File: src/rtl/controlador_motores.sv
// controlador_motores: two-motor sequencer (single mode or timed alternation with dead time).
// Latency: first motor enable is visible one CLK edge after ARRANQUE=1 is sampled in IDLE.
// Flow: level-driven ARRANQUE, no handshake; all outputs are registered and cleared asynchronously.
//
// Ports:
//   CLK       in   rising-edge clock
//   REINICIO  in   asynchronous active-high reset
//   ARRANQUE  in   run request (level, sampled on CLK)
//   MODO      in   0 = single (MOTOR1 only), 1 = alternating; latched on start
//   MOTOR1    out  motor 1 enable (registered)
//   MOTOR2    out  motor 2 enable (registered)
//   OCUPADO   out  high whenever the sequencer is not idle (registered)
//
// Optional feature: define SEQ_ALTERNATE_EN to swap which motor leads the
// alternation after every completed alternating session.

module controlador_motores #(
  parameter int T_RUN = 8,  // cycles a motor stays on per turn (>=1)
  parameter int T_GAP = 2,  // dead-time cycles between turns and on stop (>=1)
  parameter int CNT_W = 8   // must hold max(T_RUN,T_GAP)-1
) (
  input  logic CLK,
  input  logic REINICIO,
  input  logic ARRANQUE,
  input  logic MODO,
  output logic MOTOR1,
  output logic MOTOR2,
  output logic OCUPADO
);

  typedef enum logic [2:0] {
    IDLE     = 3'd0,
    RUN_A    = 3'd1,
    GAP_AB   = 3'd2,
    RUN_B    = 3'd3,
    GAP_BA   = 3'd4,
    GAP_STOP = 3'd5
  } state_t;

  localparam logic [CNT_W-1:0] RUN_LAST = CNT_W'(T_RUN - 1);
  localparam logic [CNT_W-1:0] GAP_LAST = CNT_W'(T_GAP - 1);
  localparam logic [CNT_W-1:0] CNT_ONE  = CNT_W'(1);

  state_t           state, state_d;
  logic [CNT_W-1:0] cnt, cnt_d;
  logic             modo_q, modo_d;
  logic             lead, lead_d;
  logic             motor1_d, motor2_d, ocupado_d;
  logic             lead_eff;

  // Registers: state, counter, latched mode, lead selector and the outputs.
  // Outputs are registered copies of the decode of the next state, so they
  // change on the same edge as the state and never see the inputs directly.
  always_ff @(posedge CLK or posedge REINICIO) begin
    if (REINICIO) begin
      state   <= IDLE;
      cnt     <= '0;
      modo_q  <= 1'b0;
      lead    <= 1'b0;
      MOTOR1  <= 1'b0;
      MOTOR2  <= 1'b0;
      OCUPADO <= 1'b0;
    end else begin
      state   <= state_d;
      cnt     <= cnt_d;
      modo_q  <= modo_d;
      lead    <= lead_d;
      MOTOR1  <= motor1_d;
      MOTOR2  <= motor2_d;
      OCUPADO <= ocupado_d;
    end
  end

  // Next-state, counter and output decode.
  // cnt_d defaults to 0, so every state change (and every untimed hold)
  // restarts the counter; only a timed stay in the same state increments it.
  always_comb begin
    state_d   = state;
    cnt_d     = '0;
    modo_d    = modo_q;
    lead_d    = lead;
    motor1_d  = 1'b0;
    motor2_d  = 1'b0;
    ocupado_d = 1'b0;
    lead_eff  = 1'b0;

    case (state)
      IDLE: begin
        if (ARRANQUE) begin
          state_d = RUN_A;
          modo_d  = MODO;
        end
      end

      RUN_A, RUN_B: begin
        if (!ARRANQUE) begin
          state_d = GAP_STOP;
        end else if (!modo_q) begin
          // Single mode: run indefinitely, counter parked at 0.
          state_d = state;
        end else if (cnt == RUN_LAST) begin
          state_d = (state == RUN_A) ? GAP_AB : GAP_BA;
        end else begin
          cnt_d = cnt + CNT_ONE;
        end
      end

      GAP_AB, GAP_BA: begin
        if (!ARRANQUE) begin
          state_d = GAP_STOP;
        end else if (cnt == GAP_LAST) begin
          state_d = (state == GAP_AB) ? RUN_B : RUN_A;
        end else begin
          cnt_d = cnt + CNT_ONE;
        end
      end

      GAP_STOP: begin
        // ARRANQUE is deliberately ignored: the full dead time always elapses.
        if (cnt == GAP_LAST) begin
          state_d = IDLE;
`ifdef SEQ_ALTERNATE_EN
          if (modo_q) begin
            lead_d = ~lead;
          end
`endif
        end else begin
          cnt_d = cnt + CNT_ONE;
        end
      end

      default: begin
        state_d = IDLE;
      end
    endcase

    // Without SEQ_ALTERNATE_EN nothing ever sets lead, so it stays 0 and
    // RUN_A is always MOTOR1. Single mode ignores lead entirely.
    lead_eff = modo_d & lead_d;

    case (state_d)
      RUN_A: begin
        motor1_d = ~lead_eff;
        motor2_d = lead_eff;
      end
      RUN_B: begin
        motor1_d = lead_eff;
        motor2_d = ~lead_eff;
      end
      default: begin
        motor1_d = 1'b0;
        motor2_d = 1'b0;
      end
    endcase

    ocupado_d = (state_d != IDLE);
  end

  // Both motors must never be enabled together.
  a_no_overlap: assert property (@(posedge CLK) disable iff (REINICIO) !(MOTOR1 && MOTOR2));

endmodule

File: config.mk
export PLATFORM = sky130hd
export DESIGN_NAME = controlador_motores
export DESIGN_NICKNAME = d
export VERILOG_FILES = /design/src/rtl/controlador_motores.sv
export SDC_FILE = /design/constraint.sdc
export NUM_CORES = 1
export LEC_CHECK = 0
export CORE_MARGIN = 10
export CORE_UTILIZATION = 50
export CTS_CLUSTER_DIAMETER = 50
export CTS_CLUSTER_SIZE = 28
export DETAILED_ROUTE_END_ITERATION = 16
export HOLD_SLACK_MARGIN = 0.06
export PLACE_DENSITY = 0.71
export SLEW_MARGIN = 20
export SYNTH_ARGS = -nofsm -noshare
export SYNTH_HDL_FRONTEND = slang
export SYNTH_SLANG_ARGS = --single-unit
File: constraint.sdc
create_clock -name CLK -period 3.1 [get_ports CLK]
set_clock_uncertainty 0.1 [all_clocks]
set_input_delay 0.62 -clock CLK [delete_from_list [all_inputs] [get_ports CLK]]
set_output_delay 0.62 -clock CLK [all_outputs]
set_load 0.1 [all_outputs]
# Yosys cells after proc, flatten, opt, wreduce, memory -nomap -nowiden
# Index checks and enable logic that the tools add are counted.
totals:
  regBits: 15
  input_bits: 4
  wordCells: 39
op_classes:
  add_sub_neg: 1
  n_eq_ne: 9
  muxes: 18
  reduce_logical: 5
op_table:
  columns: ["operator", "count"]
  rows:
  - ["8-bit two-way mux", 5]
  - ["3-bit two-way mux", 8]
  - ["8-bit case mux with 3 select lines", 1]
  - ["3-bit case mux with 4 select lines", 1]
  - ["3-bit by 2-bit equality test with 1-bit output (second input constant)", 3]
  - ["8-bit by 1-bit adder with 8-bit output (second input constant)", 1]
  - ["8-bit by 1-bit equality test with 1-bit output (second input constant)", 1]
  - ["8-bit by 3-bit equality test with 1-bit output (second input constant)", 1]
  - ["3-bit by 1-bit equality test with 1-bit output (second input constant)", 2]
  - ["3-bit equality test (second input constant)", 2]
  - ["2-bit OR reduction", 2]
  - ["3-bit zero test", 1]
  - ["3-bit nonzero test", 1]
  - ["1-bit two-way mux", 2]
  - ["2-bit two-way mux", 1]
  - ["2-bit AND reduction", 1]

# Longest topological paths before layout
depth:
  depth_word: 8
  ltp_mapped: 6
  ltp_nobuf: 6

# Worst setup path after synthesis
# No wires, ideal clock.
synth_path:
  kind: "register -> register"
  from: "register cnt[0]"
  to: "register state[0]"
  setup_ns: 0.121
  t_arrival_ns: 1.463
  t_required_ns: 2.879
  path_slack_ns: 1.416
  path_stages_with_launch: 7
  n_path_buf: 1
  synth_period_minus_slack_ns: 1.684
  path_cell_list: "dfrtp_1 -> ha_1 -> nor4bb_1 -> and4_1 -> buf_4 -> a211oi_2 -> o22a_1"
synth_via:
  elab_chain_len: 5
  elab_cells_between_ends: 9
synth_lines:
  columns: ["item", "line_no", "source"]
  rows:
  - ["from (decl)", "45", "logic [CNT_W-1:0] cnt, cnt_d;"]
  - ["from (signal assigned)", "65", "cnt <= cnt_d;"]
  - ["8-bit by 3-bit equality test with 1-bit output", "101", "end else if (cnt == RUN_LAST) begin"]
  - ["3-bit two-way mux", "101", null]
  - ["3-bit two-way mux", "98", "end else if (!modo_q) begin"]
  - ["3-bit two-way mux", "96", "if (!ARRANQUE) begin"]
  - ["3-bit case mux with 4 select lines *", "87", "case (state)"]
  - ["via state_d[0]", "44", "state_t state, state_d;"]
  - ["to (signal assigned)", "64", "state <= state_d;"]
  - ["to (decl)", "44", null]
# The timed path passes the listed nets; every way through them passes the cells marked *.
# A chain may end at the register's enable or synchronous reset.

# Worst setup path after layout
# Same ends and word-level chain as after synthesis.

==> results <==
- The flow ran to the end, and the final reports show no timing, DRC or antenna violations.
- The fraction of power consumed by sequential logic is 41.5%.
- IR analysis of the VDD net gives a maximum drop of 335.6 µV.
- Sequential cells were found to cover 46.22% of the synthesized design area.
- The clock transition at the register clock pins on the worst setup and hold paths after CTS is 0.10 ns.
- In this run the power spent charging and discharging nets is 0.2995 mW.
- In the synthesized netlist the async set-or-reset flop fraction comes to 100.0%.
- The startpoint identified for the worst register-to-register timing path is cnt[0].
- By area the synthesized netlist is led by sky130_fd_sc_hd__dfrtp_1, sky130_fd_sc_hd__nor2_1, sky130_fd_sc_hd__xor2_1.
- For this design the static power due to leakage is 0.3928 nW.
- The signal on the critical path passes through ha_1 > nor4bb_1 > and4_1 > a211oi_2 > o22a_1.
- Across all layers, the routed design uses 600 vias.
- Static timing analysis puts the maximum clock frequency at 506.9 MHz.
- The number of hold buffers added after CTS is 0.
- The first element of the critical path is cnt[0].
- Setup violations remaining at the end of the flow were counted as 0.
- Summed over all nets, the half-perimeter wirelength after detailed placement is 1.041 mm.
- Leaving out fill and tap cells, the most frequent cells in the layout are sky130_fd_sc_hd__dfrtp_1, sky130_fd_sc_hd__nor2_1, sky130_fd_sc_hd__a21oi_1, sky130_fd_sc_hd__inv_1, sky130_fd_sc_hd__nand3_1.
- From left edge to right edge, the die measures 60.30 µm.
- The remaining antenna violation count is 0.
- The Yosys step of the flow raised 0 warnings.
- The initial antenna violation count is 0.
- The wire length of the first global-routing pass is 2.608 mm.
- The total power density per cell area is 769.8 mW/mm².
- The biggest area contributor in the post-synthesis netlist is sky130_fd_sc_hd__dfrtp_1.
- The initial cell density of the core is 53.28%.
- The layout cell share with drive strength beyond 1 is 15.91%.
- The worst min-delay path class is flop to flop.
- The post-synthesis sequential element count is 15.
- CTS built an H-tree with a depth of 1.
- Max-cap violations in this run came to 0.
- The largest fanout of any net on the critical path is 5.
- The tree is rooted in a sky130_fd_sc_hd__clkbuf_4.
- After synthesis the cells add up to 812.0 µm².
- The number of DRC violations after detailed-routing iteration 0 is 11.
- TritonCTS created 3 clock buffers.
- The worst pin sits at a relative slew slack of 64.18%.
- In this run the count of I/O pins placed on the die edge is 7.
- The number of fill cells is 128.
- In this run, synthesis inferred 0 flip-flops with an integrated enable.
- Measured along the y axis, the die boundary spans 60.30 µm.
- The final critical path takes up 63.64% of the cycle.
- Counting I/O delays and the setup requirement, the final critical path takes 1.973 ns.
- The number of input and output port buffers inserted is 6.
- The final hold violation count is 0.
- The number of global-route vias before repair is 561.
- The number of gates given a new drive strength after cts is 0.
- The required time at the endpoint of the critical path is 3.18 ns.
- The mean number of vias per cell is 5.769.
- Row generation in the floorplan step produced 14 rows.
- The CTS tree is done.
- The routability congestion estimate from global placement is 0.7643.
- The global route total overflow is 0.
- After technology mapping, the gate count stands at 81.
- Synthesis instantiated 30 different standard cells from the library.
- Data arrives at the worst endpoint at 2.06 ns.
- The region available for standard cell placement spans 0.001524 mm².
- The pin count of the biggest net entering global routing is 16.
- The length of the first detailed-routing pass in iterations is 4.
- The start-to-end type of the worst setup path is flop to flop.
- The layout overhead on the synthesized area is 10.48%.
- The number of slew-limit violations in the final report is 0.
- The combinational fraction of design power is 41.8%.
- The transition time of the tightest slew-check pin is 0.5367 ns.
- The most common cell after layout, fill and taps aside is sky130_fd_sc_hd__dfrtp_1.
- The largest single stage delay on the critical path is 0.41 ns.
- The routed wirelength normalized by instance count is 14.10 µm.
- The sum of negative setup slack is 0 ns.
- The category of the worst setup path launch point is a flop.
- The worst min-delay path startpoint is cnt[0].
- The area enclosed by the die boundary is 0.003636 mm².
- The net count after synthesis is 87.
- The worst-path cell with the longest stage delay is sky130_fd_sc_hd__nor4bb_1.
- Among all flip-flop cells after synthesis, the most frequent one is sky130_fd_sc_hd__dfrtp_1.
- In this run the post-CTS setup repair buffer count came out at 0.
- Setup repair after global routing left no endpoint under its margin.
- The average cell area after synthesis is 10.03 µm².
- At the end of the flow the core is filled with cells to 58.87%.
- The clock network fraction of design power is 16.7%.
- Net switching is 43.37% of the power.
- The insertion delay of the later-clocked pin in the worst-skew pair is 0.29 ns.
- The final net count is 95.
- Global routing used 9.404% of the available tracks.
- The number of antenna diodes in the final layout is 0.
- For this design, the sink count on the clock tree is 15.
- The number of buffers between clock root and the deepest sink is 2.
- After detailed routing, the number of remaining DRC violations is 0.
- The routed design has 1.466 mm of wire.
- The type of element capturing the critical path is a flop.
- The total internal power is 0.3911 mW.
- The synthesized design devotes to its leading area cell type 46.22% of total area.
-- layout make-up --
class | instances | area, µm² | area share [%]
clock buffer | 3 | 22.52 | 2.510
clock inverter | 1 | 5.005 | 0.5579
inverter | 5 | 18.77 | 2.092
multi-input combinational | 58 | 402.9 | 44.91
sequential | 15 | 375.4 | 41.84
tap | 16 | 20.02 | 2.232
timing repair buffer | 6 | 52.55 | 5.858
-- sequential cells by signal (all words and copies together), names as in the netlist --
| register | count |
|---|---|
| cnt | 8 |
| MOTOR1 | 1 |
| state | 3 |
| OCUPADO | 1 |
| modo_q | 1 |
| MOTOR2 | 1 |
-- power groups by stage --
stage / sequential [mW] / clock, mW / combinational (mW)
floorplan: 0.337 / 0 / 0.182
global route: 0.295 / 0.129 / 0.314
CTS: 0.285 / 0.122 / 0.289
global placement: 0.289 / 0 / 0.287
finish: 0.286 / 0.116 / 0.289
detailed placement: 0.289 / 0 / 0.287
-- cells in the mapped netlist, types with 2 or more instances --
cell type                   n
sky130_fd_sc_hd__a21boi_0   2
sky130_fd_sc_hd__a21oi_1    6
sky130_fd_sc_hd__and3_1     3
sky130_fd_sc_hd__clkbuf_1   2
sky130_fd_sc_hd__dfrtp_1   15
sky130_fd_sc_hd__ha_1       2
sky130_fd_sc_hd__inv_1      5
sky130_fd_sc_hd__nand3_1    5
sky130_fd_sc_hd__nor2_1    12
sky130_fd_sc_hd__nor3_1     3
sky130_fd_sc_hd__o22ai_1    2
sky130_fd_sc_hd__xnor2_1    3
sky130_fd_sc_hd__xor2_1     4
-- path summary, 6_finish.rpt --
kind                       slack [ns]  depth (start not counted)       end
setup reg to reg                 1.13                          5  state[0]
max in group asynchronous        1.99                          2    cnt[5]
hold reg to reg                  0.39                          1    cnt[0]
hold / removal                   0.39                          1    cnt[0]
setup / recovery                 1.13                          5  state[0]
min in group asynchronous        0.56                          2    MOTOR2
-- cells by family after synthesis --
| logic type | synth area share [%] |
|---|---|
| AND/OR/NAND/NOR | 23.11 |
| XOR/XNOR | 7.550 |
| flip-flops | 46.22 |
| buffers and inverters | 4.161 |
| multiplexers | 1.387 |
| adder cells (fa/ha/maj) | 3.081 |
| AO/OA/AOI/OAI | 14.48 |
-- critical path: cells and delay by family (launching register included) --
kind / cells / cell delay (ns)
fa+ha+maj: 1 / 0.25
simple gates: 2 / 0.79
compound gates: 2 / 0.33
flops: 1 / 0.40
-- metrics by stage --
stage	std cells	hold slack (ns)	total power, mW	cell area, µm²	worst slack, ns
floorplan	81	0.3535	0.5187	812.0	1.416
global route	104	0.4304	0.7384	897.1	1.023
global placement	100	0.3754	0.5758	869.6	0.8924
detailed placement	100	0.3812	0.5765	869.6	0.8671
CTS	104	0.3972	0.6953	897.1	1.151
finish	104	0.3922	0.6906	897.1	1.127
-- routing by layer --
metal,vias to the layer above,GRT usage [%],share of wire [%],routed length [µm]
met1,284,12.38,48,698
met4,0,4.487,0.68,10
met3,2,3.814,8.4,123
met2,18,12.94,43,632
li1,296,-,-,-
met5,-,0,0,0
No activity file was read; power rests on OpenSTA's default activity.
